$ cat config.mk
export PLATFORM = sky130hd
export DESIGN_NAME = axi_rd_burst
export DESIGN_NICKNAME = d
export VERILOG_FILES = /design/src/rtl/axi_rd_burst.sv
export SDC_FILE = /design/constraint.sdc
export NUM_CORES = 1
export LEC_CHECK = 0
export CORE_MARGIN = 2
export CORE_UTILIZATION = 45
export DETAILED_ROUTE_END_ITERATION = 10
export PLACE_DENSITY = 0.78
export SYNTH_ARGS = -nofsm -noshare
export SYNTH_HDL_FRONTEND = slang
export SYNTH_SLANG_ARGS = --single-unit
$ cat constraint.sdc
create_clock -name clock -period 15.1 [get_ports clock]
set_input_delay 3.02 -clock clock [delete_from_list [all_inputs] [get_ports clock]]
set_output_delay 3.02 -clock clock [all_outputs]
set_load 0.03 [all_outputs]
$ cat src/rtl/axi_rd_burst.sv
// AXI-3 read-burst master: one AR request per enable, collects R beats
// into a flat data register and reports done / error on a 2-bit status.
//
// Ports:
//   clock, reset                  rising-edge clock, async active-high reset
//   enable, id, addr, burst_*,    request and AR attributes, sampled in IDLE
//   lock, cache, prot, user
//   data                          beat n at [n*BUS_WIDTH +: BUS_WIDTH]
//   status                        0 ready, 1 busy, 2 done ok, 3 done error
//   ar*                           registered AR channel
//   rid, rdata, rresp, rlast,     R channel (rid is not checked here)
//   rvalid, rready
module axi_rd_burst #(
  parameter int AXI_RD_ID_WIDTH      = 8,
  parameter int AXI_RD_ADDR_WIDTH    = 32,
  parameter int AXI_RD_BUS_WIDTH     = 32,
  parameter int AXI_RD_MAX_BURST_LEN = 4
) (
  input  logic                         clock,
  input  logic                         reset,
  input  logic                         enable,
  input  logic [AXI_RD_ID_WIDTH-1:0]   id,
  input  logic [AXI_RD_ADDR_WIDTH-1:0] addr,
  input  logic [3:0]                   burst_len,
  input  logic [2:0]                   burst_size,
  input  logic [1:0]                   burst_type,
  input  logic [1:0]                   lock,
  input  logic [3:0]                   cache,
  input  logic [2:0]                   prot,
  input  logic [4:0]                   user,
  output logic [AXI_RD_MAX_BURST_LEN*AXI_RD_BUS_WIDTH-1:0] data,
  output logic [1:0]                   status,
  output logic [AXI_RD_ID_WIDTH-1:0]   arid,
  output logic [AXI_RD_ADDR_WIDTH-1:0] araddr,
  output logic [3:0]                   arlen,
  output logic [2:0]                   arsize,
  output logic [1:0]                   arburst,
  output logic [1:0]                   arlock,
  output logic [3:0]                   arcache,
  output logic [2:0]                   arprot,
  output logic [4:0]                   aruser,
  output logic                         arvalid,
  input  logic                         arready,
  input  logic [AXI_RD_ID_WIDTH-1:0]   rid,
  input  logic [AXI_RD_BUS_WIDTH-1:0]  rdata,
  input  logic [1:0]                   rresp,
  input  logic                         rlast,
  input  logic                         rvalid,
  output logic                         rready
);

  localparam int BW = AXI_RD_BUS_WIDTH;
  localparam int NB = AXI_RD_MAX_BURST_LEN;
  localparam int DW = NB * BW;
  localparam logic [4:0] NB_L = 5'(NB);

  typedef enum logic [1:0] {
    S_IDLE,
    S_ADDR,
    S_DATA,
    S_DONE
  } state_t;

  state_t state_q, state_d;
  logic [3:0] beat_q, beat_d;
  logic err_q, err_d;
  logic beat_err;
  logic [DW-1:0] data_q, data_d;
  logic [1:0] status_q, status_d;
  logic arvalid_q, arvalid_d;
  logic rready_q, rready_d;
  logic [AXI_RD_ID_WIDTH-1:0] arid_q, arid_d;
  logic [AXI_RD_ADDR_WIDTH-1:0] araddr_q, araddr_d;
  logic [3:0] arlen_q, arlen_d;
  logic [2:0] arsize_q, arsize_d;
  logic [1:0] arburst_q, arburst_d;
  logic [1:0] arlock_q, arlock_d;
  logic [3:0] arcache_q, arcache_d;
  logic [2:0] arprot_q, arprot_d;
  logic [4:0] aruser_q, aruser_d;

  // rid belongs to the arbiter; only rresp[1] classifies an error.
  logic unused_in;
  assign unused_in = ^{rid, rresp[0]};

  always_comb begin
    state_d   = state_q;
    beat_d    = beat_q;
    err_d     = err_q;
    data_d    = data_q;
    status_d  = status_q;
    arvalid_d = arvalid_q;
    rready_d  = rready_q;
    arid_d    = arid_q;
    araddr_d  = araddr_q;
    arlen_d   = arlen_q;
    arsize_d  = arsize_q;
    arburst_d = arburst_q;
    arlock_d  = arlock_q;
    arcache_d = arcache_q;
    arprot_d  = arprot_q;
    aruser_d  = aruser_q;
    beat_err  = err_q;
    unique case (state_q)
      S_IDLE: begin
        status_d = 2'd0;
        if (enable) begin
          arid_d    = id;
          araddr_d  = addr;
          arlen_d   = burst_len;
          arsize_d  = burst_size;
          arburst_d = burst_type;
          arlock_d  = lock;
          arcache_d = cache;
          arprot_d  = prot;
          aruser_d  = user;
          data_d    = '0;
          beat_d    = 4'd0;
          err_d     = 1'b0;
          arvalid_d = 1'b1;
          status_d  = 2'd1;
          state_d   = S_ADDR;
        end
      end
      S_ADDR: begin
        if (arready) begin
          arvalid_d = 1'b0;
          rready_d  = 1'b1;
          state_d   = S_DATA;
        end
      end
      S_DATA: begin
        if (rvalid) begin
          // Beats past capacity are dropped but flag the burst.
          if ({1'b0, beat_q} < NB_L) begin
            for (int i = 0; i < NB; i++) begin
              if (beat_q == 4'(i)) begin
                data_d[i*BW +: BW] = rdata;
              end
            end
          end else begin
            beat_err = 1'b1;
          end
          if (rresp[1]) beat_err = 1'b1;
          if (rlast && beat_q != arlen_q) beat_err = 1'b1;
          if (!rlast && beat_q == arlen_q) beat_err = 1'b1;
          err_d = beat_err;
          if (rlast) begin
            rready_d = 1'b0;
            status_d = beat_err ? 2'd3 : 2'd2;
            state_d  = S_DONE;
          end else if (beat_q != 4'hF) begin
            beat_d = beat_q + 4'd1;
          end
        end
      end
      S_DONE: begin
        status_d = 2'd0;
        state_d  = S_IDLE;
      end
    endcase
  end

  always_ff @(posedge clock or posedge reset) begin
    if (reset) begin
      state_q   <= S_IDLE;
      beat_q    <= '0;
      err_q     <= 1'b0;
      data_q    <= '0;
      status_q  <= '0;
      arvalid_q <= 1'b0;
      rready_q  <= 1'b0;
      arid_q    <= '0;
      araddr_q  <= '0;
      arlen_q   <= '0;
      arsize_q  <= '0;
      arburst_q <= '0;
      arlock_q  <= '0;
      arcache_q <= '0;
      arprot_q  <= '0;
      aruser_q  <= '0;
    end else begin
      state_q   <= state_d;
      beat_q    <= beat_d;
      err_q     <= err_d;
      data_q    <= data_d;
      status_q  <= status_d;
      arvalid_q <= arvalid_d;
      rready_q  <= rready_d;
      arid_q    <= arid_d;
      araddr_q  <= araddr_d;
      arlen_q   <= arlen_d;
      arsize_q  <= arsize_d;
      arburst_q <= arburst_d;
      arlock_q  <= arlock_d;
      arcache_q <= arcache_d;
      arprot_q  <= arprot_d;
      aruser_q  <= aruser_d;
    end
  end

  assign data    = data_q;
  assign status  = status_q;
  assign arvalid = arvalid_q;
  assign rready  = rready_q;
  assign arid    = arid_q;
  assign araddr  = araddr_q;
  assign arlen   = arlen_q;
  assign arsize  = arsize_q;
  assign arburst = arburst_q;
  assign arlock  = arlock_q;
  assign arcache = arcache_q;
  assign arprot  = arprot_q;
  assign aruser  = aruser_q;

endmodule

==> results.md <==
| Metric | This run |
|---|---|
| Number of global-route vias before repair | 6644 |
| Number of buffers inserted during clock tree synthesis | 22 |
| Worst setup path start | enable |
| Detail-routed net length per standard cell | 17.9 um |
| Unrepaired setup endpoints after global routing | false |
| Power density of the placed cells | 230 nW/um^2 |
| Register clock-pin slew on the reported worst setup and hold paths | 60 ps |
| Hold depth | 2 |
| Cell with the largest stage delay on the worst path | nand4_4 |
| Tot Pwr | 2760 uW |
| Reg-to-reg critical path endpoint | data[121]$_DFFE_PP0P_ |
| Share of the cycle needed by the critical path after routing | 0.349 |
| First-pass detailed-route iteration total | 4 |
| Worst r2r path cells | 6 |
| First-iteration detailed-routing DRC count | 324 |
| Max-cap violations | 0 |
| Tmin final | 5260 ps |
| Synth Net Count | 848 |
| Floorplan core area | 17800 sq um |
| Setup skew after layout | 9.34 ps |
| Switching power as a share of total power | 0.409 |
| Most common cell after layout, fill and taps aside | clkdlybuf4s50_1 |
| Total grt overflow | 0 |
| Launch instance of the worst register-to-register path | state_q[0]$_DFFE_PP0P_ |
| Required time at the worst-slack endpoint | 15530 ps |
| Post-route DRC | 0 |
| Synth warnings | 0 |
| Antenna violations before repair | 0 |
| Clock insertion delay at the later pin of the skew report | 500 ps |
| Type of the worst setup path | input pin to flip-flop |
| Largest delay share family, worst path | simple AND/OR/NAND/NOR gates |
| Clock tree from TritonCTS | done |
| Cell variety after synth | 39 |
| Worst vdd rail ir drop | 0.146 mV |
| Nets | 1123 |
| Kind of start point of the critical path | input pin |
| Final hold violations | 0 |
| All-Layer GR Usage | 0.228 |
| Relative contribution of sequential cells to total power | 0.317 |
| DRT antenna net count | 0 |
| IO buf count | 296 |
| Setup slack, reg-to-reg | 11770 ps |
| #FFs+latches synth | 202 |
| Hold buffer count at cts | 0 |
| CP bufs+invs | 1 |
| Max Slew Vio Count | 0 |
| Clock network power share | 0.197 |
| Number of setup violations in the final report | 0 |
| Cell-internal power | 1630 uW |
| Die outline height | 138 um |
| Count of filler cells inserted in the layout | 1380 |
| Wire length of the first global-routing pass | 35600 um |
| Most used cells in the layout excluding fill and tap cells | clkdlybuf4s50_1 (296), dfrtp_1 (202), nand2_1 (135) |
| CP Cell Sequence | clkdlybuf4s50_1, nand2b_1, nand4_4, nor2_1, a32o_1 |
| Post-DP HPWL | 14800 um |
| Clock Root Buffer | clkbuf_16 |
| Sequential-to-total area share from yosys stat | 0.621 |
| Starting utilization of the core area | 0.456 |
| Post-CTS sizing | 0 |
| Maximum number of pins on one net before global-route repair | 139 |
| Worst-margin pin slew | 1060 ps |
| Placement Rows | 49 |
| Placed cells | 1207 |
| Avg Cell Area, Syn | 11.2 sq um |
| Area added between synthesis and finish | 47.0% |
| Setup repair bufs after CTS | 0 |
| Critical Path End Type | flip-flop |
| WL final | 22300 um |
| Static Leakage | 0.00509 uW |
| I/O Pins | 306 |
| Comb pwr share | 0.487 |
| Fmax achieved | 0.190 GHz |
| Worst-case headroom to the max-slew limit | 0.289 |
| Placer's final routability congestion estimate | 0.804 |
| Path category of the worst min-delay check | flip-flop to flip-flop |
| Antenna fix cells | 0 |
| Clock Sink Count | 202 |
| Horizontal die dimension | 138 um |
| Crit path capture | data[121]$_DFFE_PP0P_ |
| Cell area after synthesis | 8140 sq um |
| Maximum fanout count along the critical path | 59 |
| Setup TNS | 0 ps |
| Total number of cells along the worst setup path | 5 |
| H-tree Lvls | 1 |
| Area of the die | 19200 sq um |
| Run status | finished clean |
| Final cell count without fillers | 1246 |
| Vias per cell | 5.26 |
| Fraction of layout instances using a drive strength above 1 | 0.120 |
| Mapped Cells | 727 |
| Switching power summed over all nets | 1130 uW |
| Routed via count | 6557 |
| Maximum count of clock buffers along a single path | 3 |
| CP peak stage delay | 700 ps |
| Arrival time reported for the critical path endpoint | 5690 ps |
[metal layers]
layer / vias up / part of all wire / global-route usage
li1: 3055 / - / -
met1: 3163 / 0.42 / 0.301
met2: 293 / 0.47 / 0.373
met3: 46 / 0.078 / 0.0551
met4: 0 / 0.030 / 0.0741
met5: - / 0 / 0
[worst min path at each step]
stage	end	startpoint
final	data[117]$_DFFE_PP0P_	data[117]$_DFFE_PP0P_
after global routing	arcache[2]$_DFFE_PP0P_	arcache[2]$_DFFE_PP0P_
after CTS	data[7]$_DFFE_PP0P_	data[7]$_DFFE_PP0P_
after detailed placement	data[117]$_DFFE_PP0P_	data[117]$_DFFE_PP0P_
after global placement	data[65]$_DFFE_PP0P_	data[65]$_DFFE_PP0P_
after floorplan	err_q$_DFFE_PP0P_	err_q$_DFFE_PP0P_
[layout make-up]
cell class,count,area (sq um),area share
timing repair buffer,302,3010,0.251
sequential,202,5050,0.423
multi-input combinational,464,2820,0.236
tap,229,287,0.0240
clock buffer,31,676,0.0565
clock inverter,8,70.1,0.00586
inverter,10,45.0,0.00377
[metrics by stage]
step	worst slack, ps	cell area [sq um]	utilization	hold slack [ps]
5_1_grt	9610	12000	0.670	514
2_1_floorplan	6570	8140	-	478
6_report	9840	12000	0.670	498
4_1_cts	9850	12000	0.670	502
3_3_place_gp	9370	11200	0.629	481
3_5_place_dp	9350	11200	0.629	490
[power groups by stage]
stage,Combinational (uW),Sequential [uW],Clock [uW]
floorplan,382,1280,0
detailed placement,1350,880,0
global route,1420,899,570
global placement,1330,868,0
CTS,1350,873,552
finish,1340,872,542
[worst reg2reg max path, stage by stage (launching register included)]
cell,delay (ps)
dfrtp_1,420
inv_1,140
ha_2,780
mux2_4,380
nand4_4,650
nor2_1,680
a32o_1,210
[cells in the mapped netlist, drive strengths merged]
master  count  share of area
dfrtp     202           0.62
nand2     136          0.063
nand3      79          0.049
o21ai      76          0.047
mux2       66          0.092
a21oi      51          0.031
buf        30          0.021
clkbuf     21         0.0097
ha         10          0.015
inv        10         0.0046
nor2        8         0.0046
a32o        6         0.0074
nand4       5         0.0080
xor2        5         0.0054
o211ai      3         0.0028
and4        2         0.0022
mux2i       2         0.0025
nor3        2         0.0012
nor4        2         0.0023
or4         2         0.0018
a21boi      1        0.00092
a21o        1        0.00092
a22o        1         0.0011
a31oi       1        0.00077
a41oi       1         0.0011
nand2b      1        0.00077
nor2b       1        0.00077
o22a        1         0.0011
o31ai       1        0.00092
[logic make-up (layout without fill, tap and decap cells)]
logic type / after synthesis / after routing / share of synthesized area
buf+inv: 61 / 351 / 0.0354
flops: 202 / 202 / 0.621
mux: 68 / 68 / 0.0942
compound gates: 143 / 143 / 0.0950
fa+ha+maj: 10 / 10 / 0.0154
simple gates: 238 / 238 / 0.134
xor+xnor: 5 / 5 / 0.00538
[registers in the layout, summed over array words and instances, names as in the netlist, 2 cells and up]
name and flops:
beat_q 4, arprot 3, arburst 2, status 2
arcache 4, arlock 2, araddr 32, data 128
arid 8, arsize 3, arlen 4, aruser 5
state_q 2
Note: power is estimated with default switching activity, not from simulation.
